<file path="src/rtl/calc_pkg.sv">
// calc_pkg: key codes, PS/2 scan-code constants, frame FSM states and the scan-code decoder.
package calc_pkg;
    localparam logic [3:0] KEY_PLUS  = 4'd10;
    localparam logic [3:0] KEY_MINUS = 4'd11;
    localparam logic [3:0] KEY_EQ    = 4'd12;
    localparam logic [3:0] KEY_IDLE  = 4'd14;
    localparam logic [3:0] KEY_ERR   = 4'd15;
    localparam logic [7:0] SC_BREAK  = 8'hF0;
    localparam logic [7:0] SC_EXT    = 8'hE0;

    typedef enum logic [1:0] {ST_IDLE, ST_SHIFT, ST_CHECK} frame_state_t;

    // Main-block digits and keypad digits share each code.
    function automatic logic [3:0] scan_decode(input logic [7:0] sc);
        case (sc)
            8'h45, 8'h70: return 4'd0;
            8'h16, 8'h69: return 4'd1;
            8'h1E, 8'h72: return 4'd2;
            8'h26, 8'h7A: return 4'd3;
            8'h25, 8'h6B: return 4'd4;
            8'h2E, 8'h73: return 4'd5;
            8'h36, 8'h74: return 4'd6;
            8'h3D, 8'h6C: return 4'd7;
            8'h3E, 8'h75: return 4'd8;
            8'h46, 8'h7D: return 4'd9;
            8'h79:        return KEY_PLUS;
            8'h4E, 8'h7B: return KEY_MINUS;
            8'h55, 8'h5A: return KEY_EQ;
            default:      return KEY_ERR;
        endcase
    endfunction
endpackage

</file>
<file path="src/rtl/keyb_event_fifo.sv">
// keyb_event_fifo: show-ahead event FIFO; a push into a full FIFO without a pop is dropped and sets sticky ovf.
module keyb_event_fifo #(
    parameter int DEPTH = 4,
    parameter int WIDTH = 4
) (
    input  logic             clk,
    input  logic             reset,
    input  logic             i_push,
    input  logic [WIDTH-1:0] i_data,
    input  logic             i_pop,
    output logic [WIDTH-1:0] o_data,
    output logic             o_empty,
    output logic             o_ovf
);
    localparam int AW = $clog2(DEPTH);

    logic [WIDTH-1:0] r_mem [DEPTH];
    logic [AW:0]      r_wp, r_rp;
    logic             r_ovf;
    logic             w_full, w_pop, w_wr;

    assign o_empty = r_wp == r_rp;
    assign w_full  = (r_wp[AW] != r_rp[AW]) && (r_wp[AW-1:0] == r_rp[AW-1:0]);
    assign w_pop   = i_pop && !o_empty;
    assign w_wr    = i_push && (!w_full || w_pop);
    assign o_data  = r_mem[r_rp[AW-1:0]];
    assign o_ovf   = r_ovf;

    always_ff @(posedge clk or posedge reset) begin
        if (reset) begin
            r_wp  <= '0;
            r_rp  <= '0;
            r_ovf <= 1'b0;
        end else begin
            if (w_wr) r_wp <= r_wp + 1'b1;
            if (w_pop) r_rp <= r_rp + 1'b1;
            if (i_push && !w_wr) r_ovf <= 1'b1;
        end
    end

    always_ff @(posedge clk)
        if (w_wr) r_mem[r_wp[AW-1:0]] <= i_data;
endmodule

</file>
<file path="src/rtl/keyb_event_ctrl.sv">
// keyb_event_ctrl: PS/2 receiver, make/break/extended sequencing and key-event FIFO.
// Define KEYB_PARITY_CHK_EN to reject frames with bad odd parity.
module keyb_event_ctrl
    import calc_pkg::*;
#(
    parameter int FILTER_LEN  = 6,
    parameter int TIMEOUT_CYC = 50000,
    parameter int FIFO_DEPTH  = 4
) (
    input  logic       clk,
    input  logic       reset,
    input  logic       keyb_clk,
    input  logic       keyb_data,
    output logic       key_valid,
    output logic [3:0] key_code,
    input  logic       key_ready,
    output logic       ovf,
    output logic       frame_err
);
    localparam int H  = FILTER_LEN / 2;
    localparam int TW = $clog2(TIMEOUT_CYC);
    localparam logic [FILTER_LEN-1:0] FALL_PAT = {{H{1'b0}}, {H{1'b1}}};

    frame_state_t            r_state, w_next;
    logic [FILTER_LEN-1:0]   r_samp;
    logic [10:0]             r_frame;
    logic [3:0]              r_bit;
    logic [TW-1:0]           r_to;
    logic                    r_brk, r_ext, r_push, r_ferr;
    logic [3:0]              r_code, w_head;
    logic [7:0]              w_byte;
    logic                    w_fall, w_timeout, w_good, w_empty;

    assign w_fall    = r_samp == FALL_PAT;
    assign w_timeout = (r_state == ST_SHIFT) && !w_fall && (r_to == TW'(TIMEOUT_CYC - 1));
    assign w_byte    = r_frame[8:1];
`ifdef KEYB_PARITY_CHK_EN
    assign w_good    = !r_frame[0] && r_frame[10] && (^r_frame[9:1]);
`else
    assign w_good    = !r_frame[0] && r_frame[10];
`endif

    always_ff @(posedge clk or posedge reset) begin
        if (reset) r_state <= ST_IDLE;
        else       r_state <= w_next;
    end

    always_comb begin
        w_next = r_state;
        case (r_state)
            ST_IDLE:  w_next = w_fall ? ST_SHIFT : ST_IDLE;
            ST_SHIFT: w_next = (w_fall && r_bit == 4'd10) ? ST_CHECK : (w_timeout ? ST_IDLE : ST_SHIFT);
            default:  w_next = ST_IDLE;
        endcase
    end

    always_ff @(posedge clk or posedge reset) begin
        if (reset) begin
            r_samp  <= '1;
            r_frame <= '0;
            r_bit   <= '0;
            r_to    <= '0;
            r_brk   <= 1'b0;
            r_ext   <= 1'b0;
            r_push  <= 1'b0;
            r_code  <= KEY_IDLE;
            r_ferr  <= 1'b0;
        end else begin
            r_samp <= {keyb_clk, r_samp[FILTER_LEN-1:1]};
            r_push <= 1'b0;
            r_ferr <= 1'b0;
            r_to   <= (r_state != ST_SHIFT || w_fall) ? '0 : r_to + 1'b1;
            if (w_fall && r_state != ST_CHECK) begin
                r_frame <= {keyb_data, r_frame[10:1]};
                r_bit   <= (r_state == ST_IDLE) ? 4'd1 : r_bit + 4'd1;
            end
            if (w_timeout) begin
                r_ferr <= 1'b1;
                r_brk  <= 1'b0;
                r_ext  <= 1'b0;
            end
            if (r_state == ST_CHECK) begin
                if (!w_good) begin
                    r_ferr <= 1'b1;
                    r_brk  <= 1'b0;
                    r_ext  <= 1'b0;
                end else if (w_byte == SC_BREAK) begin
                    r_brk <= 1'b1;
                end else if (w_byte == SC_EXT) begin
                    r_ext <= 1'b1;
                end else begin
                    // A released key (brk) consumes the byte without an event.
                    r_brk  <= 1'b0;
                    r_ext  <= 1'b0;
                    r_push <= !r_brk;
                    r_code <= r_ext ? ((w_byte == 8'h5A) ? KEY_EQ : KEY_ERR) : scan_decode(w_byte);
                end
            end
        end
    end

    keyb_event_fifo #(.DEPTH(FIFO_DEPTH), .WIDTH(4)) u_fifo (
        .clk     (clk),
        .reset   (reset),
        .i_push  (r_push),
        .i_data  (r_code),
        .i_pop   (key_ready),
        .o_data  (w_head),
        .o_empty (w_empty),
        .o_ovf   (ovf)
    );

    assign key_valid = !w_empty;
    assign key_code  = key_valid ? w_head : KEY_IDLE;
    assign frame_err = r_ferr;
endmodule

</file>
<file path="config.mk">
export PLATFORM = sky130hd
export DESIGN_NAME = keyb_event_ctrl
export DESIGN_NICKNAME = d
export VERILOG_FILES = /design/src/rtl/calc_pkg.sv /design/src/rtl/keyb_event_fifo.sv /design/src/rtl/keyb_event_ctrl.sv
export SDC_FILE = /design/constraint.sdc
export NUM_CORES = 1
export LEC_CHECK = 0
export ABC_AREA = 0
export BUFFER_PORTS_ARGS = -buffer_cell sky130_fd_sc_hd__buf_2
export CAP_MARGIN = 20
export CORE_MARGIN = 10
export CORE_UTILIZATION = 40
export DETAILED_ROUTE_END_ITERATION = 10
export GPL_ROUTABILITY_DRIVEN = 1
export GPL_TIMING_DRIVEN = 0
export PLACE_DENSITY_LB_ADDON = 0.1
export SYNTH_ARGS = -nofsm -noshare
export SYNTH_HDL_FRONTEND = slang
export SYNTH_SLANG_ARGS = --single-unit
</file>
<file path="constraint.sdc">
create_clock -name clk -period 1.88 [get_ports clk]
set_clock_uncertainty 0.1 [all_clocks]
set_input_delay 0.188 -clock clk [delete_from_list [all_inputs] [get_ports clk]]
set_output_delay 0.188 -clock clk [all_outputs]
set_load 0.05 [all_outputs]
</file>
==> flow_metrics.py, run 1 <==
metrics = {
    "layout": {
        "final_cells": 495,
        "final_nets": 395,
        "final_util": 0.544,
        "areaGrowthSynthToFinish_pct": 31.6,
        "diodes": 0,
        "drive_above_1_share": 0.416,
        "final_area_um2": 4760,
    },
    "critical_path": {
        "crit_path_end_kind": "output pin",
        "reg2reg_setup_slack_ns": -0.03,
        "required_ns": 1.59,
        "start_kind": "flip-flop",
        "rr_worst_depth": 5,
        "critPathKind": "flip-flop to output pin",
        "reg2reg_from": "u_fifo.r_rp[1]$_DFFE_PP0P_",
        "crit_fanout": 6,
        "r2r_end": "u_fifo.r_wp[1]$_DFFE_PP0P_",
        "arrival_ns": 1.78,
    },
    "timing": {
        "min_period_ns": 2.07,
        "worst_slack_ns": -0.192,
        "setup_viol": 8,
        "worst_slew_margin_rel": 0.719,
        "final-hold-violation-count": 0,
        "max_freq_ghz": 0.483,
        "worstMarginPinSlew_ns": 0.421,
        "setup_tns_ns": -0.812,
        "rsz0062_at_grt": "yes",
        "maxSlewViolCount": 0,
        "fin_crit_sh": 1.10,
    },
    "floorplanning": {
        "die_area_um2": 13300,
        "rows": 34,
        "die_h_um": 115,
        "ios": 12,
        "coreArea_um2": 8760,
        "die_x_um": 115,
        "initial_core_util": 0.413,
    },
    "synthesis": {
        "syn_nets": 331,
        "yosys_most_used_dff": "dfrtp_1",
        "synth_async_sr_flop_share": 0.771,
        "ys_types": 73,
        "syn_area_per_cell_um2": 11.4,
        "synth_largest_area_cell": "dfrtp_1",
        "synth_top_area_share": 0.311,
        "yosys-top-cells-area": "dfrtp_1, edfxtp_1, dfstp_2",
        "ys_seq_area_frac": 0.509,
        "synth_edf_count": 16,
        "netlist_area_um2": 3620,
        "synth_most_common_cell": "dfrtp_1",
        "ys_top_cells_by_count": "dfrtp_1, nor2_1, nand2_1",
        "syn_inst": 318,
        "yosys_warnings": 0,
        "synth-seq-cells": 70,
    },
    "power_and_ir_drop": {
        "ir_drop_v": 0.000386,
        "seqPwrFrac": 0.516,
        "powerDensity_nw_per_um2": 685,
        "p_leak_nw": 2.06,
        "pwr-share-clk": 0.399,
        "p_sw_frac": 0.234,
        "intPower_mw": 2.50,
        "combinationalPowerShare": 0.084,
        "switchingPower_mw": 0.762,
    },
    "outcome": {
        "violations": "setup timing",
        "outcome": "complete, but fails checks",
    },
    "placement": {
        "placed_area_um2": 3830,
        "dp.cells": 438,
        "gp_congestion": 0.823,
        "portBuffers": 11,
        "hpwl_um": 4830,
    },
    "drt": {
        "antenna_left": 0,
        "drt_pass1_iterations": 4,
        "drt_iter0_drc": 137,
        "num_vias": 2615,
        "drc_errors": 0,
        "vias_per_cell": 5.28,
        "wire_per_inst_um": 15.2,
        "routed_wl_um": 7540,
    },
    "clocking": {
        "cts_tree": "yes",
        "clock-sinks": 70,
        "clk_pin_slew_worst_paths_ns": 0.08,
        "root_buffer": "clkbuf_8",
        "numCtsBuffers": 9,
        "clk_latency_ns": 0.34,
        "htree_levels": 3,
        "ctsLongestPathBuffers": 2,
    },
    "min_path": {
        "hold_path_end": "u_fifo.r_rp[2]$_DFFE_PP0P_",
        "worstHoldPathCells": 3,
        "min_path_type": "input port to flip-flop",
        "hold_start": "key_ready",
    },
    "grt": {
        "grt_max_degree": 41,
        "grt_pass1_vias": 2485,
        "overflow": 0,
        "antenna_found_initial": 0,
        "grt_pass1_wl_um": 12300,
        "grt_usage": 0.114,
    },
    "flow_run": {
        "cap_viol_max_count": 0,
    },
}
==> power by group through the flow <==
stage / Combinational [mW] / Sequential (mW) / Clock, mW
finish: 0.275 / 1.68 / 1.30
global route: 0.313 / 1.69 / 1.42
CTS: 0.227 / 1.67 / 1.35
detailed placement: 0.181 / 1.71 / 0
global placement: 0.173 / 1.71 / 0
floorplan: 0.138 / 1.69 / 0
==> area by class of cell <==
cell class	instances	area, µm²
clock buffers	9	124
flip-flops and latches	70	1850
multi-input cells	221	1900
inverters	16	60.1
plain buffers	12	115
repair buffers	52	492
well taps	108	135
fillers	778	4000
clock inverters	7	88.8
==> state kept, by name, indices dropped and copies added, names as in the netlist <==
register	count
u_fifo.r_mem	16
frame_err	1
r_state	2
r_to	16
r_bit	4
r_ext	1
r_code	4
r_push	1
u_fifo.r_wp	3
r_brk	1
u_fifo.r_rp	3
r_frame	11
u_fifo.o_ovf	1
r_samp	6
==> per-stage QoR <==
step	total power [mW]	setup slack, ns	hold slack (ns)
after detailed placement	1.89	-0.201	0.0864
after CTS	3.25	-0.222	0.0434
after global routing	3.43	-0.292	0.0835
after global placement	1.88	-0.477	0.195
final	3.26	-0.192	0.0696
after floorplan	1.83	0.00206	0.0925
==> cells by family after synthesis <==
logic type | after synthesis | share of synthesized area
simple gates | 140 | 0.240
flops | 70 | 0.509
compound gates | 35 | 0.0719
buf+inv | 29 | 0.0411
xor+xnor | 20 | 0.0484
mux | 16 | 0.0619
fa+ha+maj | 8 | 0.0277
==> how the worst max path moves through the flow <==
| stage | startpoint | to | slack, ns | depth (start not counted) |
|---|---|---|---|---|
| finish | u_fifo.r_rp[0]$_DFFE_PP0P_ | key_code[2] | -0.19 | 4 |
| global route | u_fifo.r_rp[0]$_DFFE_PP0P_ | key_code[0] | -0.29 | 7 |
| CTS | u_fifo.r_rp[0]$_DFFE_PP0P_ | key_code[2] | -0.22 | 4 |
| detailed placement | r_samp[1]$_DFF_PP1_ | r_to[12]$_DFF_PP0_ | -0.20 | 4 |
| global placement | reset | r_frame[5]$_DFFE_PP0P_ | -0.48 | 2 |
| floorplan | u_fifo.r_rp[0]$_DFFE_PP0P_ | u_fifo.r_rp[1]$_DFFE_PP0P_ | 0.002 | 7 |
==> critical path, stage by stage, from the launching register on <==
cell     delay [ns]
dfrtp_1        0.37
buf_6          0.15
mux4_2         0.48
or2_2          0.29
buf_6          0.16
==> cell usage in the layout, fill, tap and decap left out, types with 6 or more instances in the layout <==
cell type and count:
dfrtp_2 6, buf_4 33, mux2_2 10, xor2_1 9
nor2b_1 6, inv_1 14, dfrtp_1 39, dfstp_2 9
nand4_1 9, nand2_1 17, clkbuf_8 9, xnor2_1 10
ha_1 7, nand3_1 15, o21ai_0 9, edfxtp_1 16
buf_6 11, buf_2 7, nor2_1 30
==> metal layers <==
metal | global-route usage | vias up | routed length [µm]
met3 | 0.0385 | 8 | 326
met1 | 0.150 | 1287 | 3410
met5 | 0 | - | 0
met4 | 0.0330 | 0 | 81
met2 | 0.176 | 48 | 3720
li1 | - | 1272 | -
==> repair_timing <==
action | CTS | global route
pin swaps | 11 | 26
hold endpoints to repair | 13 | 0
resized for setup | 40 | 39
hold buffers | 3 | 0
gates cloned | 0 | 3
setup endpoints to repair | 49 | 45
buffers inserted | 18 | 20
(Power assumes the default switching activity.)
==> run 2: changes to the inputs <==
Settings changed: CORE_MARGIN 10 to 2.
==> run 2 against run 1 <==
  * The flow still finishes with violations (setup timing)
  * First-iteration DRC count down 53%
  * Cell area increased by 1.1%
  * Sequential power about the same
  * Hold slack improved by 0.013 ns
  * Sequential cell count stayed put
  * Cell count grew 1.6%
  * Power rose by 4.5%
  * Clock power grew 14%
  * Worst setup slack better by 0.0026 ns
  * Global-route usage is 3.9 points higher
  * Critical path type unchanged
  * Largest power group unchanged
==> flow_metrics.py, run 2 (synthesis gave the netlist of run 1 again) <==
metrics = {
    "outcome": {
        "outcome": "complete, but fails checks",
        "violations": "setup timing",
    },
    "drt": {
        "antenna_left": 0,
        "num_vias": 2616,
        "routed_wl_um": 7490,
        "vias_per_cell": 5.20,
        "drt_iter0_drc": 65,
        "wire_per_inst_um": 14.9,
        "drt_pass1_iterations": 4,
        "drc_errors": 0,
    },
    "clocking": {
        "clk_pin_slew_worst_paths_ns": 0.08,
        "numCtsBuffers": 9,
        "htree_levels": 3,
        "root_buffer": "clkbuf_8",
        "ctsLongestPathBuffers": 2,
        "clock-sinks": 70,
        "cts_tree": "yes",
        "clk_latency_ns": 0.34,
    },
    "layout": {
        "areaGrowthSynthToFinish_pct": 33.0,
        "diodes": 0,
        "final_nets": 403,
        "layout_common_cells": "buf_4, dfrtp_1, nor2_1",
        "layout_commonest_cell": "buf_4",
        "drive_above_1_share": 0.441,
    },
    "timing": {
        "fin_crit_sh": 1.10,
        "setup_tns_ns": -1.99,
        "worst_slack_ns": -0.189,
        "final-hold-violation-count": 0,
        "setup_viol": 21,
        "hold_ws_ns": 0.0824,
        "worst_slew_margin_rel": 0.710,
        "maxSlewViolCount": 0,
        "rsz0062_at_grt": "yes",
        "max_freq_ghz": 0.483,
        "worstMarginPinSlew_ns": 0.434,
        "min_period_ns": 2.07,
    },
    "critical_path": {
        "critPathMaxStageDelay_ns": 0.39,
        "crit_family": "simple AND/OR/NAND/NOR gates",
        "crit_fanout": 6,
        "crit_buf_inv": 3,
        "r2r_end": "u_fifo.r_wp[1]$_DFFE_PP0P_",
        "reg2reg_setup_slack_ns": -0.13,
        "crit_path_end_kind": "output pin",
        "reg2reg_from": "u_fifo.r_rp[0]$_DFFE_PP0P_",
        "rr_worst_depth": 7,
        "arrival_ns": 1.78,
        "path_cells": "buf_6, xor2_1, or2_1, nor2b_4, inv_2, and2_4, buf_8",
        "start_kind": "flip-flop",
        "cp.depth": 7,
        "critPathKind": "flip-flop to output pin",
        "worstSetupStartpoint": "u_fifo.r_rp[0]$_DFFE_PP0P_",
        "cp-endpoint": "key_code[0]",
        "required_ns": 1.59,
        "worst_path_max_delay_cell": "dfrtp_1",
    },
    "grt": {
        "grt_max_degree": 41,
        "antenna_found_initial": 0,
        "overflow": 0,
        "grt_pass1_vias": 2402,
        "grt_pass1_wl_um": 12000,
        "grt_usage": 0.154,
    },
    "floorplanning": {
        "die_x_um": 99.1,
        "coreArea_um2": 8760,
        "die_area_um2": 9830,
        "die_h_um": 99.1,
        "ios": 12,
        "initial_core_util": 0.413,
        "rows": 34,
    },
    "placement": {
        "gp_congestion": 0.847,
        "hpwl_um": 4660,
        "portBuffers": 11,
    },
    "power_and_ir_drop": {
        "powerDensity_nw_per_um2": 708,
        "p_leak_nw": 2.12,
        "ir_drop_v": 0.000404,
        "totalPowerFinal_mw": 3.41,
    },
    "min_path": {
        "min_path_type": "input port to flip-flop",
        "hold_start": "key_ready",
    },
    "flow_run": {
        "cap_viol_max_count": 0,
    },
}
[run 2: worst min-delay path: stages]
cell and delay (ns):
buf_2 0.14, nand3_1 0.10, xnor2_1 0.06
[run 2: worst min-delay path by stage]
stage	to	slack, ns	cells after the start
2_1_floorplan	r_samp[5]$_DFF_PP1_	0.09	0
3_3_place_gp	r_samp[5]$_DFF_PP1_	0.20	1
3_5_place_dp	u_fifo.o_ovf$_DFFE_PP0P_	0.08	2
4_1_cts	u_fifo.r_rp[2]$_DFFE_PP0P_	0.05	3
5_1_grt	u_fifo.r_rp[2]$_DFFE_PP0P_	0.11	3
6_report	u_fifo.r_rp[2]$_DFFE_PP0P_	0.08	3
[run 2: through the flow]
stage	setup WS, ns	utilization	instance area, µm²	std cells
CTS	-0.247	0.500	4380	476
global route	-0.280	0.549	4810	503
finish	-0.189	0.549	4810	503
floorplan	0.00206	-	3620	318
detailed placement	-0.219	0.437	3830	438
global placement	-0.472	0.435	3810	437
[run 2: area by class of cell]
| type | instances | area, µm² |
|---|---|---|
| inverter | 16 | 60.1 |
| multi-input combinational | 221 | 1910 |
| timing repair buffer | 60 | 492 |
| fill | 743 | 3950 |
| buffer | 12 | 126 |
| tap | 108 | 135 |
| clock buffer | 9 | 124 |
| clock inverter | 7 | 121 |
| sequential | 70 | 1850 |
[run 2: timing repair]
item / 4_1_cts / 5_1_grt
hold endpoints to repair: 16 / 0
hold buffers: 3 / 0
setup buffers: 21 / 25
endpoints found under the setup margin: 49 / 57
cloned: 0 / 3
gates resized for setup: 34 / 50
pin swaps: 12 / 29
[run 2: routing by layer]
metal / GRT usage / vias up / part of all wire
met4: 0.0474 / 0 / 0.019
met5: 0 / - / 0
li1: - / 1291 / -
met2: 0.232 / 36 / 0.48
met1: 0.217 / 1276 / 0.47
met3: 0.0422 / 13 / 0.031
[run 2: power by group]
group / leakage (nW) / switching [mW] / internal [mW] / total, mW
sequential: 0.891 / 0.0689 / 1.61 / 1.68
clock: 0.124 / 0.592 / 0.888 / 1.48
combinational: 1.11 / 0.121 / 0.129 / 0.249
total: 2.12 / 0.781 / 2.63 / 3.41
==> run 3: changes to the inputs <==
Clock period 1.88 ns to 2.7 ns, I/O delays scaled along.
==> run 3 against run 2 <==
  * Cell count decreased by 9.3%
  * The flow now finishes without violations
  * Via count decreased by 7.4%
  * Sequential share of layout area increased by 6.8 points
  * Largest cell class is now flip-flops and latches
  * First-iteration DRC count increased by 43%
  * Non-clock buffer count decreased by 45
==> flow_metrics.py, run 3 (synthesis gave the netlist of run 1 again) <==
metrics = {
    "placement": {
        "hpwl_um": 4660,
        "portBuffers": 11,
        "gp_congestion": 0.798,
        "placed_area_um2": 3830,
    },
    "layout": {
        "diodes": 0,
        "nFillCells": 823,
        "final_area_um2": 4080,
        "drive_above_1_share": 0.261,
        "areaGrowthSynthToFinish_pct": 12.6,
        "seq_area_um2": 1840,
        "final_nets": 356,
        "layout_commonest_cell": "dfrtp_1",
        "multi_input_area_um2": 1630,
        "layout_common_cells": "dfrtp_1, nor2_1, nand2_1",
    },
    "power_and_ir_drop": {
        "seqPwrFrac": 0.524,
        "ir_drop_v": 0.000232,
        "pwr-share-clk": 0.420,
        "p_leak_nw": 1.79,
        "p_sw_frac": 0.232,
        "combinationalPowerShare": 0.056,
        "powerDensity_nw_per_um2": 546,
        "intPower_mw": 1.71,
        "switchingPower_mw": 0.516,
    },
    "drt": {
        "wirelength_met1_um": 3250,
        "num_vias": 2423,
        "vias_per_cell": 5.31,
        "routed_wl_um": 6700,
        "wl_met2_um": 3100,
        "antenna_left": 0,
        "wire_per_inst_um": 14.7,
        "drt_pass1_iterations": 4,
        "drt_iter0_drc": 93,
        "top_layer": "met4",
        "drc_errors": 0,
        "met3_length_um": 231,
    },
    "clocking": {
        "root_buffer": "clkbuf_8",
        "htree_levels": 3,
        "cts_resized": 0,
        "numCtsBuffers": 9,
        "cts_tree": "yes",
        "clock-sinks": 70,
        "clk_latency_ns": 0.34,
        "ctsLongestPathBuffers": 2,
        "clk_pin_slew_worst_paths_ns": 0.07,
    },
    "critical_path": {
        "start_kind": "flip-flop",
        "crit_buf_inv": 3,
        "crit_family": "simple AND/OR/NAND/NOR gates",
        "critPathMaxStageDelay_ns": 0.38,
        "required_ns": 2.33,
        "crit_fanout": 6,
        "path_cells": "buf_2, xor2_1, or2_1, nor2b_1, inv_2, and2_1, buf_2",
        "crit_path_end_kind": "output pin",
        "critPathKind": "flip-flop to output pin",
        "crit_path_frequent_cell": "buf_2",
        "worst_path_max_delay_cell": "dfrtp_1",
        "arrival_ns": 1.97,
    },
    "grt": {
        "grt_usage": 0.149,
        "antenna_found_initial": 0,
        "grt_pass1_wl_um": 11800,
        "grt_max_degree": 40,
        "overflow": 0,
        "grt_pass1_vias": 2436,
    },
    "min_path": {
        "min_path_type": "input port to flip-flop",
    },
    "floorplanning": {
        "ios": 12,
        "initial_core_util": 0.413,
        "die_area_um2": 9830,
        "coreArea_um2": 8760,
        "die_h_um": 99.1,
        "rows": 34,
        "die_x_um": 99.1,
    },
    "flow_run": {
        "cap_viol_max_count": 0,
    },
    "timing": {
        "max_freq_ghz": 0.428,
        "final-hold-violation-count": 0,
        "fin_crit_sh": 0.866,
        "maxSlewViolCount": 0,
        "setup_tns_ns": 0,
        "worst_slew_margin_rel": 0.568,
        "worstMarginPinSlew_ns": 0.647,
        "setup_viol": 0,
        "min_period_ns": 2.34,
        "rsz0062_at_grt": "no",
    },
    "outcome": {
        "outcome": "finished clean",
    },
}
## run 3: cell types whose count changed in the layout (fill, tap and decap cells not counted), moves of 4 or more
cell     change
nor2_1       +4
nand3_2      -4
buf_4       -37
nand3_1      +4
dfrtp_1      +5
buf_2        +9
buf_6       -14
nor2_4       -4
dfrtp_2      -5
## run 3: through the flow
step	hold slack (ns)	utilization	setup slack [ns]	power, mW	instances
2_1_floorplan	0.174	-	0.730	1.27	318
4_1_cts	0.0494	0.465	0.302	2.26	456
3_5_place_dp	0.178	0.437	0.598	1.31	438
3_3_place_gp	0.255	0.435	0.265	1.31	437
5_1_grt	0.0591	0.465	0.214	2.33	456
6_report	0.0635	0.465	0.363	2.23	456
## run 3: worst paths after layout
check | startpoint | endpoint | slack, ns | cells past startpoint
max in group asynchronous | reset | r_code[1]$_DFFE_PP1P_ | 1.55 | 4
worst max register to register | r_samp[1]$_DFF_PP1_ | r_to[6]$_DFF_PP0_ | 0.65 | 4
worst max-delay path | u_fifo.r_rp[0]$_DFFE_PP0P_ | key_code[0] | 0.36 | 7
min in group asynchronous | reset | r_to[7]$_DFF_PP0_ | 0.35 | 3
worst min-delay path | keyb_data | r_frame[10]$_DFFE_PP0P_ | 0.06 | 2
worst min register to register | r_samp[3]$_DFF_PP1_ | r_samp[2]$_DFF_PP1_ | 0.26 | 0
## run 3: cell type report
cell class                      instances  share of cell area
Multi-Input combinational cell        219               0.399
Timing Repair Buffer                   14              0.0233
Tap cell                              108              0.0331
Clock buffer                           12              0.0433
Inverter                               16              0.0147
Buffer                                 13              0.0218
Clock inverter                          4              0.0123
Sequential cell                        70               0.452
## run 3: what timing repair did
item,4_1_cts,5_1_grt
hold endpoints to repair,16,0
hold buffers,2,0
buffers inserted,0,0
## run 3: power by group through the flow
stage / clock network (mW) / logic, mW / registers (mW)
finish: 0.935 / 0.125 / 1.17
global route: 1.01 / 0.149 / 1.18
CTS: 0.968 / 0.129 / 1.17
detailed placement: 0 / 0.127 / 1.19
global placement: 0 / 0.121 / 1.19
floorplan: 0 / 0.0959 / 1.17
## run 3: layer usage
| metal | GRT usage | vias to the layer above |
|---|---|---|
| met4 | 0.0643 | 0 |
| li1 | - | 1183 |
| met5 | 0 | - |
| met3 | 0.0253 | 11 |
| met1 | 0.210 | 1177 |
| met2 | 0.229 | 52 |
